`config.mk`:
```
export PLATFORM = sky130hd
export DESIGN_NAME = matrix_stream_receiver
export DESIGN_NICKNAME = d
export VERILOG_FILES = /design/src/rtl/matrix_stream_receiver.sv
export SDC_FILE = /design/constraint.sdc
export NUM_CORES = 1
export LEC_CHECK = 0
export CORE_MARGIN = 2
export CORE_UTILIZATION = 40
export CTS_CLUSTER_DIAMETER = 150
export DETAILED_ROUTE_END_ITERATION = 10
export PLACE_DENSITY_LB_ADDON = 0.15
export SLEW_MARGIN = 0
export SYNTH_ARGS = -nofsm -noshare
export SYNTH_HDL_FRONTEND = slang
export SYNTH_SLANG_ARGS = --single-unit
```
`constraint.sdc`:
```
create_clock -name clk -period 7.7 [get_ports clk]
set_clock_uncertainty 0.05 [all_clocks]
set_input_delay 0.77 -clock clk [delete_from_list [all_inputs] [get_ports clk]]
set_output_delay 0.77 -clock clk [all_outputs]
set_load 0.1 [all_outputs]
```
`src/rtl/matrix_stream_receiver.sv`:
```
// matrix_stream_receiver
//   Deserialises a UART byte stream into complex matrix entries. A start pulse
//   opens a transfer; each signed component arrives least-significant byte
//   first. Entries are emitted row-major with the real part before the
//   imaginary part, for MATRIX_COUNT consecutive matrices. A transfer is
//   abandoned if the gap between bytes reaches TIMEOUT_CYCLES (0 = never).
// Ports
//   clk, reset      rising-edge clock, asynchronous active-high reset
//   start           begin or restart a transfer (wins over received_ready)
//   received_byte   incoming byte, qualified by received_ready
//   entry_*         assembled component and its indices, qualified by entry_valid
//   busy            high while a transfer is in progress
//   done            pulse with the final entry_valid of a transfer
//   timeout_error   pulse when a transfer is abandoned for inactivity
module matrix_stream_receiver #(
   parameter int NUMBER_BITS    = 37,
   parameter int MATRIX_DIM     = 2,
   parameter int MATRIX_COUNT   = 1,
   parameter int TIMEOUT_CYCLES = 1024,
   localparam int MW = (MATRIX_COUNT > 1) ? $clog2(MATRIX_COUNT) : 1,
   localparam int DW = (MATRIX_DIM > 1) ? $clog2(MATRIX_DIM) : 1
) (
   input  logic                   clk,
   input  logic                   reset,
   input  logic                   start,
   input  logic [7:0]             received_byte,
   input  logic                   received_ready,
   output logic [NUMBER_BITS-1:0] entry_value,
   output logic                   entry_valid,
   output logic [MW-1:0]          entry_matrix,
   output logic [DW-1:0]          entry_row,
   output logic [DW-1:0]          entry_col,
   output logic                   entry_imag,
   output logic                   busy,
   output logic                   done,
   output logic                   timeout_error
);

   localparam int BPN = (NUMBER_BITS + 7) / 8;
   localparam int SHW = BPN * 8;
   localparam int BW  = (BPN > 1) ? $clog2(BPN) : 1;
   localparam int TW  = (TIMEOUT_CYCLES > 0) ? $clog2(TIMEOUT_CYCLES + 1) : 1;

   typedef enum logic [0:0] {
      ST_IDLE    = 1'b0,
      ST_RECEIVE = 1'b1
   } state_t;

   state_t                 state_q, state_d;
   logic [BW-1:0]          byte_cnt_q, byte_cnt_d;
   logic [TW-1:0]          to_cnt_q, to_cnt_d;
   logic [TW-1:0]          to_inc_s;
   logic [SHW-1:0]         shift_q, shift_d;
   logic                   imag_cnt_q, imag_cnt_d;
   logic [DW-1:0]          col_cnt_q, col_cnt_d;
   logic [DW-1:0]          row_cnt_q, row_cnt_d;
   logic [MW-1:0]          mat_cnt_q, mat_cnt_d;
   logic                   last_entry_s;
   logic [NUMBER_BITS-1:0] entry_value_q, entry_value_d;
   logic                   entry_valid_q, entry_valid_d;
   logic [MW-1:0]          entry_matrix_q, entry_matrix_d;
   logic [DW-1:0]          entry_row_q, entry_row_d;
   logic [DW-1:0]          entry_col_q, entry_col_d;
   logic                   entry_imag_q, entry_imag_d;
   logic                   busy_q, busy_d;
   logic                   done_q, done_d;
   logic                   timeout_error_q, timeout_error_d;

   // Next-state: byte assembly, entry index walk, timeout and transfer control
   always_comb begin
      state_d         = state_q;
      byte_cnt_d      = byte_cnt_q;
      to_cnt_d        = to_cnt_q;
      to_inc_s        = to_cnt_q + TW'(1);
      shift_d         = shift_q;
      imag_cnt_d      = imag_cnt_q;
      col_cnt_d       = col_cnt_q;
      row_cnt_d       = row_cnt_q;
      mat_cnt_d       = mat_cnt_q;
      entry_value_d   = entry_value_q;
      entry_matrix_d  = entry_matrix_q;
      entry_row_d     = entry_row_q;
      entry_col_d     = entry_col_q;
      entry_imag_d    = entry_imag_q;
      entry_valid_d   = 1'b0;
      done_d          = 1'b0;
      timeout_error_d = 1'b0;
      last_entry_s    = (imag_cnt_q == 1'b1) &&
                        (col_cnt_q == DW'(MATRIX_DIM - 1)) &&
                        (row_cnt_q == DW'(MATRIX_DIM - 1)) &&
                        (mat_cnt_q == MW'(MATRIX_COUNT - 1));

      if (start) begin
         // A start in any state reopens the transfer; a byte in this cycle is dropped.
         state_d    = ST_RECEIVE;
         byte_cnt_d = '0;
         to_cnt_d   = '0;
         imag_cnt_d = 1'b0;
         col_cnt_d  = '0;
         row_cnt_d  = '0;
         mat_cnt_d  = '0;
      end else begin
         case (state_q)
            ST_IDLE: begin
               state_d = ST_IDLE;
            end
            ST_RECEIVE: begin
               if (received_ready) begin
                  // An accepted byte always beats a timeout in the same cycle.
                  to_cnt_d = '0;
                  shift_d[{byte_cnt_q, 3'b000} +: 8] = received_byte;
                  if (byte_cnt_q == BW'(BPN - 1)) begin
                     byte_cnt_d     = '0;
                     entry_valid_d  = 1'b1;
                     entry_value_d  = shift_d[NUMBER_BITS-1:0];
                     entry_matrix_d = mat_cnt_q;
                     entry_row_d    = row_cnt_q;
                     entry_col_d    = col_cnt_q;
                     entry_imag_d   = imag_cnt_q;
                     // Index walk: imag fastest, then col, row, matrix.
                     if (imag_cnt_q == 1'b0) begin
                        imag_cnt_d = 1'b1;
                     end else begin
                        imag_cnt_d = 1'b0;
                        if (col_cnt_q == DW'(MATRIX_DIM - 1)) begin
                           col_cnt_d = '0;
                           if (row_cnt_q == DW'(MATRIX_DIM - 1)) begin
                              row_cnt_d = '0;
                              mat_cnt_d = mat_cnt_q + MW'(1);
                           end else begin
                              row_cnt_d = row_cnt_q + DW'(1);
                           end
                        end else begin
                           col_cnt_d = col_cnt_q + DW'(1);
                        end
                     end
                     if (last_entry_s) begin
                        done_d  = 1'b1;
                        state_d = ST_IDLE;
                     end else begin
                        state_d = ST_RECEIVE;
                     end
                  end else begin
                     byte_cnt_d = byte_cnt_q + BW'(1);
                  end
               end else begin
                  if ((TIMEOUT_CYCLES != 0) && (to_inc_s == TW'(TIMEOUT_CYCLES))) begin
                     timeout_error_d = 1'b1;
                     to_cnt_d        = '0;
                     state_d         = ST_IDLE;
                  end else begin
                     to_cnt_d = to_inc_s;
                  end
               end
            end
            default: begin
               state_d = ST_IDLE;
            end
         endcase
      end

      busy_d = (state_d == ST_RECEIVE);
   end

   // State and registered outputs
   always_ff @(posedge clk or posedge reset) begin
      if (reset) begin
         state_q         <= ST_IDLE;
         byte_cnt_q      <= '0;
         to_cnt_q        <= '0;
         shift_q         <= '0;
         imag_cnt_q      <= 1'b0;
         col_cnt_q       <= '0;
         row_cnt_q       <= '0;
         mat_cnt_q       <= '0;
         entry_value_q   <= '0;
         entry_valid_q   <= 1'b0;
         entry_matrix_q  <= '0;
         entry_row_q     <= '0;
         entry_col_q     <= '0;
         entry_imag_q    <= 1'b0;
         busy_q          <= 1'b0;
         done_q          <= 1'b0;
         timeout_error_q <= 1'b0;
      end else begin
         state_q         <= state_d;
         byte_cnt_q      <= byte_cnt_d;
         to_cnt_q        <= to_cnt_d;
         shift_q         <= shift_d;
         imag_cnt_q      <= imag_cnt_d;
         col_cnt_q       <= col_cnt_d;
         row_cnt_q       <= row_cnt_d;
         mat_cnt_q       <= mat_cnt_d;
         entry_value_q   <= entry_value_d;
         entry_valid_q   <= entry_valid_d;
         entry_matrix_q  <= entry_matrix_d;
         entry_row_q     <= entry_row_d;
         entry_col_q     <= entry_col_d;
         entry_imag_q    <= entry_imag_d;
         busy_q          <= busy_d;
         done_q          <= done_d;
         timeout_error_q <= timeout_error_d;
      end
   end

   assign entry_value   = entry_value_q;
   assign entry_valid   = entry_valid_q;
   assign entry_matrix  = entry_matrix_q;
   assign entry_row     = entry_row_q;
   assign entry_col     = entry_col_q;
   assign entry_imag    = entry_imag_q;
   assign busy          = busy_q;
   assign done          = done_q;
   assign timeout_error = timeout_error_q;

endmodule

```
==> impl_metrics.toml, run 1 <==
[logic_synthesis]
syn_inst = 487
synth_flop_cell = "dfrtp_1"
yosysUniqueCellTypes = 48
synth.avg_cell_area_sq_um = 9.69
ys_warn_count = 0
synthArstFlopShare = 1.00
syn_area_sq_um = 4720
ys_seq_area_frac = 0.530
synth_edf_count = 0
mappedNetlistNets = 507
synth_seq_cells = 100

[place]
port_buffers = 56
hpwlAfterDp_mm = 6.92
gp_congestion = 0.814
pre_cts_slack_ns = 4.49

[floorplan]
coreArea_sq_um = 11500
die_area_sq_um = 12700
die_h_microns = 113
start_util = 0.412
die_w_microns = 113
rows = 39
ios = 57

[global_route]
grt_overflow = 0
globalRouteTotalUtil = 0.179
antenna_found_initial = 0
grt_pass1_vias = 3473
grt_max_degree = 62
grt_pass1_wl_mm = 17.9

[clock_tree]
cts_setup_buffers = 0
cts_num_sinks = 100
cts_tree = "built"
clk_latency_ns = 0.35
cts_root_buffer = "clkbuf_16"
hold_buffers = 0
cts_made_buffers = 9
htreeDepth = 3
cts_max_path_buffers = 2
cts_resized = 0
clk_pin_slew_ns = 0.06

[sta]
maxSlewViolCount = 0
rsz0062_at_grt = "false"
fin_tns_setup_ns = 0
hold_violations = 0
setup_violations = 0
fin_crit_sh = 0.418
whs_ns = 0.428
min_period_ns = 3.22
worst_slack_ns = 4.48
tightest_slew_ns = 1.01
fmaxAchievable_mhz = 310
slew_headroom = 0.324

[flow_run]
cap_violations = 0

[min_path]
min_to = "entry_value[15]"
hold_path_startpoint = "entry_value[15]"
hp-class = "flop to flop"
hold_depth = 2

[worst_setup_path]
cp-start-kind = "flop"
cp_max_fo = 22
critPathKind = "flop to flop"
cp-end-kind = "flop"
r2r_start = "byte_cnt_q[0]"
r2r_slack_ns = 4.48
r2r-end = "shift_q[4]"
worstPathArrival_ns = 3.41
reg2reg_depth = 6
worstPathRequired_ns = 7.89

[pwr]
powerDensity_nw_per_um2 = 209
p_leak_nw = 2.51
ir_worst_vdd_mv = 0.170

[layout]
finish.utilization = 0.491
fin_nets = 539
mostFrequentLayoutCells = "100 x dfrtp_1, 86 x nand2_1, 75 x o21ai_0"
syn2layout_area_growth_pct = 19.3
final_common_cell = "dfrtp_1"
antenna_cells = 0
drive_gt1_frac = 0.0821

[route]
ant_nets = 0
vias_per_cell = 5.26
vias = 3506
firstDrtPassIters = 4
wl_per_cell_microns = 15.6
drc = 0
first_iter_violations = 156
wirelength_mm = 10.4

[status]
status = "finished, final reports clean"
-- worst max-delay path by stage --
stage | start | to | slack [ns] | cells after the start
after floorplan | reset | busy | 4.26 | 1
after global placement | byte_cnt_q[0] | shift_q[0] | 4.65 | 6
after detailed placement | byte_cnt_q[0] | shift_q[4] | 4.49 | 6
after CTS | byte_cnt_q[0] | shift_q[4] | 4.47 | 6
after global routing | byte_cnt_q[0] | shift_q[4] | 4.26 | 6
final | byte_cnt_q[0] | shift_q[4] | 4.48 | 6
-- metal layers --
| layer | GRT usage | vias up | part of all wire |
|---|---|---|---|
| met5 | 0 | - | 0 |
| met4 | 0.0683 | 0 | 0.021 |
| met3 | 0.0437 | 15 | 0.049 |
| met2 | 0.264 | 78 | 0.44 |
| met1 | 0.256 | 1665 | 0.49 |
| li1 | - | 1748 | - |
-- kinds of logic (layout without fill, tap and decap cells) --
| family | after synthesis | count (layout) | share of synthesized area |
|---|---|---|---|
| xor+xnor | 8 | 8 | 0.0148 |
| mux | 31 | 31 | 0.0766 |
| simple gates | 177 | 177 | 0.180 |
| flops | 100 | 100 | 0.530 |
| compound gates | 119 | 119 | 0.137 |
| buf+inv | 44 | 81 | 0.0403 |
| fa+ha+maj | 8 | 8 | 0.0212 |
-- state kept, by name, indices dropped and copies added, names as in the netlist --
name and count:
entry_value 37, shift_q 37, to_cnt_q 11, byte_cnt_q 3, busy 1, col_cnt_q 1, done 1, entry_col 1
entry_imag 1, entry_matrix 1, entry_row 1, entry_valid 1, imag_cnt_q 1, mat_cnt_q 1, row_cnt_q 1, timeout_error 1
-- critical path: stages, from the launching register on --
cell	delay, ns
dfrtp_1	0.76
inv_1	0.16
ha_1	0.27
ha_1	0.40
or4b_4	0.67
or2_1	0.44
mux2_4	0.36
-- synthesized netlist by cell type (4+ instances only) --
library cell	count	area [sq um]
dfrtp_1	100	2500
nor2_1	22	82.6
mux2_4	8	120
nor3_1	4	20.0
and4_1	5	43.8
mux2_2	9	101
nand3_1	20	100
clkbuf_1	31	116
xor2_1	7	61.3
a21oi_1	29	145
and3_1	15	93.8
mux2i_1	14	140
inv_1	6	22.5
nand2_1	87	327
ha_1	8	100
o21ai_0	75	375
-- where the power goes --
part	total [W]	internal, W	switching, W
Combinational	0.000142	0.0000636	0.0000784
Sequential	0.000573	0.000552	0.0000205
Clock	0.000464	0.000270	0.000194
Total	0.00118	0.000886	0.000293
-- layout make-up --
| class | instances | area (sq um) |
|---|---|---|
| Timing Repair Buffer | 59 | 583 |
| Clock buffer | 13 | 260 |
| Clock inverter | 3 | 45.0 |
| Fill cell | 1054 | 5840 |
| Inverter | 6 | 25.0 |
| Sequential cell | 100 | 2500 |
| Multi-Input combinational cell | 343 | 2040 |
| Tap cell | 143 | 179 |
-- metrics by stage --
step | power (W) | instance area (sq um) | cells
after floorplan | 0.000692 | 4720 | 487
after global placement | 0.000722 | 5330 | 651
after detailed placement | 0.000726 | 5330 | 651
after CTS | 0.00120 | 5630 | 667
after global routing | 0.00123 | 5630 | 667
final | 0.00118 | 5630 | 667
(Power assumes the default switching activity.)
==> run 2: changes to the inputs <==
clock period = 3.3 ns   (was 7.7 ns; I/O delays follow)
==> impl_metrics.toml, run 2 (same netlist as run 1, synthesis figures left out) <==
[status]
status = "finished, final reports clean"

[global_route]
globalRouteTotalUtil = 0.174
busiest_layer = "met2"
grt_pass1_vias = 3416
grt_use_met1 = 0.238
grt_max_degree = 74
met3_usage = 0.0410
grt_overflow = 0
use_met2 = 0.270
grt_pass1_wl_mm = 17.5
antenna_found_initial = 0

[floorplan]
die_h_microns = 113
die_w_microns = 113
coreArea_sq_um = 11500
ios = 57
die_area_sq_um = 12700
rows = 39
start_util = 0.412

[layout]
syn2layout_area_growth_pct = 20.0
finish.utilization = 0.494
mostFrequentLayoutCells = "100 x dfrtp_1, 86 x nand2_1, 75 x o21ai_0"
final.fill_count = 1067
layoutNonFillerInstCount = 668
final_common_cell = "dfrtp_1"
drive_gt1_frac = 0.0857
fin_nets = 542
antenna_cells = 0

[worst_setup_path]
worstPathRequired_ns = 3.47
worstPathArrival_ns = 3.11
cp-start-kind = "flop"
cp-end-kind = "flop"
critPathKind = "flop to flop"
cp_max_fo = 10

[pwr]
finalPower_w = 0.00273
p_leak_nw = 2.54
powerDensity_nw_per_um2 = 481
ir_worst_vdd_mv = 0.270

[clock_tree]
cts_max_path_buffers = 2
clk_latency_ns = 0.34
cts_tree = "built"
cts_num_sinks = 100
cts_root_buffer = "clkbuf_16"
htreeDepth = 3
cts_resized = 0
hold_buffers = 0
cts_setup_buffers = 0
clk_pin_slew_ns = 0.06
cts_made_buffers = 9

[sta]
slew_headroom = 0.306
tightest_slew_ns = 1.04
fmaxAchievable_mhz = 341
min_period_ns = 2.93
setup_violations = 0
hold_violations = 0
fin_tns_setup_ns = 0
rsz0062_at_grt = "false"
fin_crit_sh = 0.889
maxSlewViolCount = 0

[route]
ant_nets = 0
vias_per_cell = 5.28
drc = 0
first_iter_violations = 138
wl_per_cell_microns = 15.8
vias = 3529
firstDrtPassIters = 4
wirelength_mm = 10.6

[flow_run]
cap_violations = 0

[place]
place_inst = 654
gp_congestion = 0.878
port_buffers = 56
hpwlAfterDp_mm = 7.24

[min_path]
hp-class = "primary input to asynchronous set/reset pin"
## run 2: changes by cell type in the layout (fill, tap and decap cells not counted), sizes merged
cell,before,now
clkinv,0,1
buf,3,6
clkinvlp,2,0
clkbuf,13,12
## run 2: per-layer routing
layer	wire, microns	vias to the layer above	part of all wire
li1	-	1756	-
met1	5040	1678	0.48
met3	443	12	0.042
met2	4900	83	0.46
met5	0	-	0
met4	167	0	0.016
## run 2: path summary, 6_finish.rpt
path	end	slack [ns]	cells past startpoint	start
setup / recovery	shift_q[4]	0.37	6	byte_cnt_q[1]
hold / removal	entry_value[35]	0.27	2	reset
setup reg to reg	shift_q[4]	0.37	6	byte_cnt_q[1]
hold reg to reg	entry_value[12]	0.43	2	entry_value[12]
max in group asynchronous	shift_q[27]	2.20	3	reset
min in group clk	entry_value[12]	0.43	2	entry_value[12]
## run 2: metrics by stage
stage | instance area, sq um | setup WS (ns) | hold slack, ns
6_report | 5670 | 0.365 | 0.273
3_3_place_gp | 5370 | 0.520 | 0.411
4_1_cts | 5670 | 0.358 | 0.282
3_5_place_dp | 5370 | 0.370 | 0.419
5_1_grt | 5670 | 0.212 | 0.320
2_1_floorplan | 4720 | 0.238 | 0.400
## run 2: critical path, cell delays in order, from the launching register on
cell     delay (ns)
dfrtp_1        0.54
inv_1          0.12
ha_1           0.24
ha_1           0.40
or4b_4         0.67
or2_1          0.44
mux2_4         0.37
## run 2: area by class of cell
| type | count | area (sq um) | share of cell area |
|---|---|---|---|
| timing repair buffer | 62 | 631 | 0.111 |
| clock inverter | 2 | 35.0 | 0.00618 |
| clock buffer | 12 | 256 | 0.0453 |
| tap | 143 | 179 | 0.0316 |
| inverter | 6 | 25.0 | 0.00442 |
| multi-input combinational | 343 | 2040 | 0.360 |
| sequential | 100 | 2500 | 0.442 |
## run 2: where the power goes
group	total (W)	switching [W]	internal [W]	leakage [nW]
Combinational	0.000348	0.000194	0.000154	1.02
Clock	0.00104	0.000425	0.000620	0.145
Sequential	0.00133	0.0000432	0.00129	1.37
Total	0.00273	0.000662	0.00206	2.54
==> run 3: changes to the inputs <==
clock period = 3.4 ns   (was 3.3 ns; I/O delays follow)
==> impl_metrics.toml, run 3 (same netlist as run 1, synthesis figures left out) <==
[worst_setup_path]
worstPathArrival_ns = 3.10
cp_max_fo = 10
cp-end-kind = "flop"
r2r_start = "byte_cnt_q[1]"
critPathKind = "flop to flop"
worstPathRequired_ns = 3.59
reg2reg_depth = 6
r2r-end = "shift_q[1]"
r2r_slack_ns = 0.48
cp-start-kind = "flop"

[sta]
fmaxAchievable_mhz = 343
slew_headroom = 0.308
fin_crit_sh = 0.858
rsz0062_at_grt = "false"
maxSlewViolCount = 0
whs_ns = 0.303
fin_tns_setup_ns = 0
setup_violations = 0
worst_slack_ns = 0.483
min_period_ns = 2.92
tightest_slew_ns = 1.04
hold_violations = 0

[layout]
syn2layout_area_growth_pct = 21.2
drive_gt1_frac = 0.0894
mostFrequentLayoutCells = "100 x dfrtp_1, 86 x nand2_1, 75 x o21ai_0"
fin_nets = 541
antenna_cells = 0
final_common_cell = "dfrtp_1"
fin_area_sq_um = 5720

[floorplan]
die_area_sq_um = 12700
rows = 39
start_util = 0.412
die_h_microns = 113
coreArea_sq_um = 11500
ios = 57
die_w_microns = 113

[clock_tree]
cts_num_sinks = 100
cts_resized = 0
clk_latency_ns = 0.35
cts_made_buffers = 9
cts_root_buffer = "clkbuf_16"
htreeDepth = 3
clk_pin_slew_ns = 0.07
hold_buffers = 0
cts_tree = "built"
cts_setup_buffers = 0
cts_max_path_buffers = 2

[route]
first_iter_violations = 186
wl_per_cell_microns = 15.7
drc = 0
firstDrtPassIters = 4
vias = 3566
vias_per_cell = 5.33
ant_nets = 0
wirelength_mm = 10.5

[place]
port_buffers = 56
hpwlAfterDp_mm = 7.19
pre_cts_slack_ns = 0.511
gp_congestion = 0.804
place_area_sq_um = 5370

[pwr]
ir_worst_vdd_mv = 0.236
finalPower_w = 0.00283
powerDensity_nw_per_um2 = 495
p_leak_nw = 2.56

[global_route]
grt_max_degree = 68
globalRouteTotalUtil = 0.178
grt_overflow = 0
antenna_found_initial = 0
grt_pass1_wl_mm = 18.0
grt_pass1_vias = 3531

[flow_run]
cap_violations = 0

[min_path]
hp-class = "primary input to asynchronous set/reset pin"

[status]
status = "finished, final reports clean"
run 3: worst max-delay path by stage:
stage                       to          start  cells after the start  slack, ns
finish              shift_q[1]  byte_cnt_q[1]                      6       0.48
floorplan           shift_q[0]  byte_cnt_q[0]                     11       0.34
global placement    shift_q[0]  byte_cnt_q[1]                      6       0.62
CTS                 shift_q[1]  byte_cnt_q[1]                      6       0.50
detailed placement  shift_q[1]  byte_cnt_q[1]                      6       0.51
global route        shift_q[1]  byte_cnt_q[1]                      6       0.39
run 3: through the flow:
step                instances  utilization
floorplan                 487            -
finish                    669        0.499
CTS                       669        0.499
global route              669        0.499
global placement          653        0.468
detailed placement        653        0.468
run 3: cell type report:
class,count,area (sq um)
inverter,6,25.0
tap,143,179
timing repair buffer,61,623
clock buffer,10,239
multi-input combinational,343,2040
sequential,100,2500
clock inverter,6,116
fill,1079,5750
run 3: layer usage:
metal / share of wire / up-vias / global-route usage
li1: - / 1761 / -
met1: 0.48 / 1712 / 0.258
met2: 0.47 / 78 / 0.261
met3: 0.038 / 15 / 0.0340
met4: 0.019 / 0 / 0.0756
met5: 0 / - / 0
run 3: where the power goes:
group | internal (W) | switching, W
combinational | 0.000148 | 0.000185
sequential | 0.00125 | 0.0000423
clock | 0.000747 | 0.000458
run 3: worst max-delay path, stage by stage, from the launching register on:
cell and delay (ns):
dfrtp_1 0.54, inv_1 0.12, ha_1 0.22, ha_1 0.39, or4b_4 0.67, or2_1 0.44
mux2_4 0.37
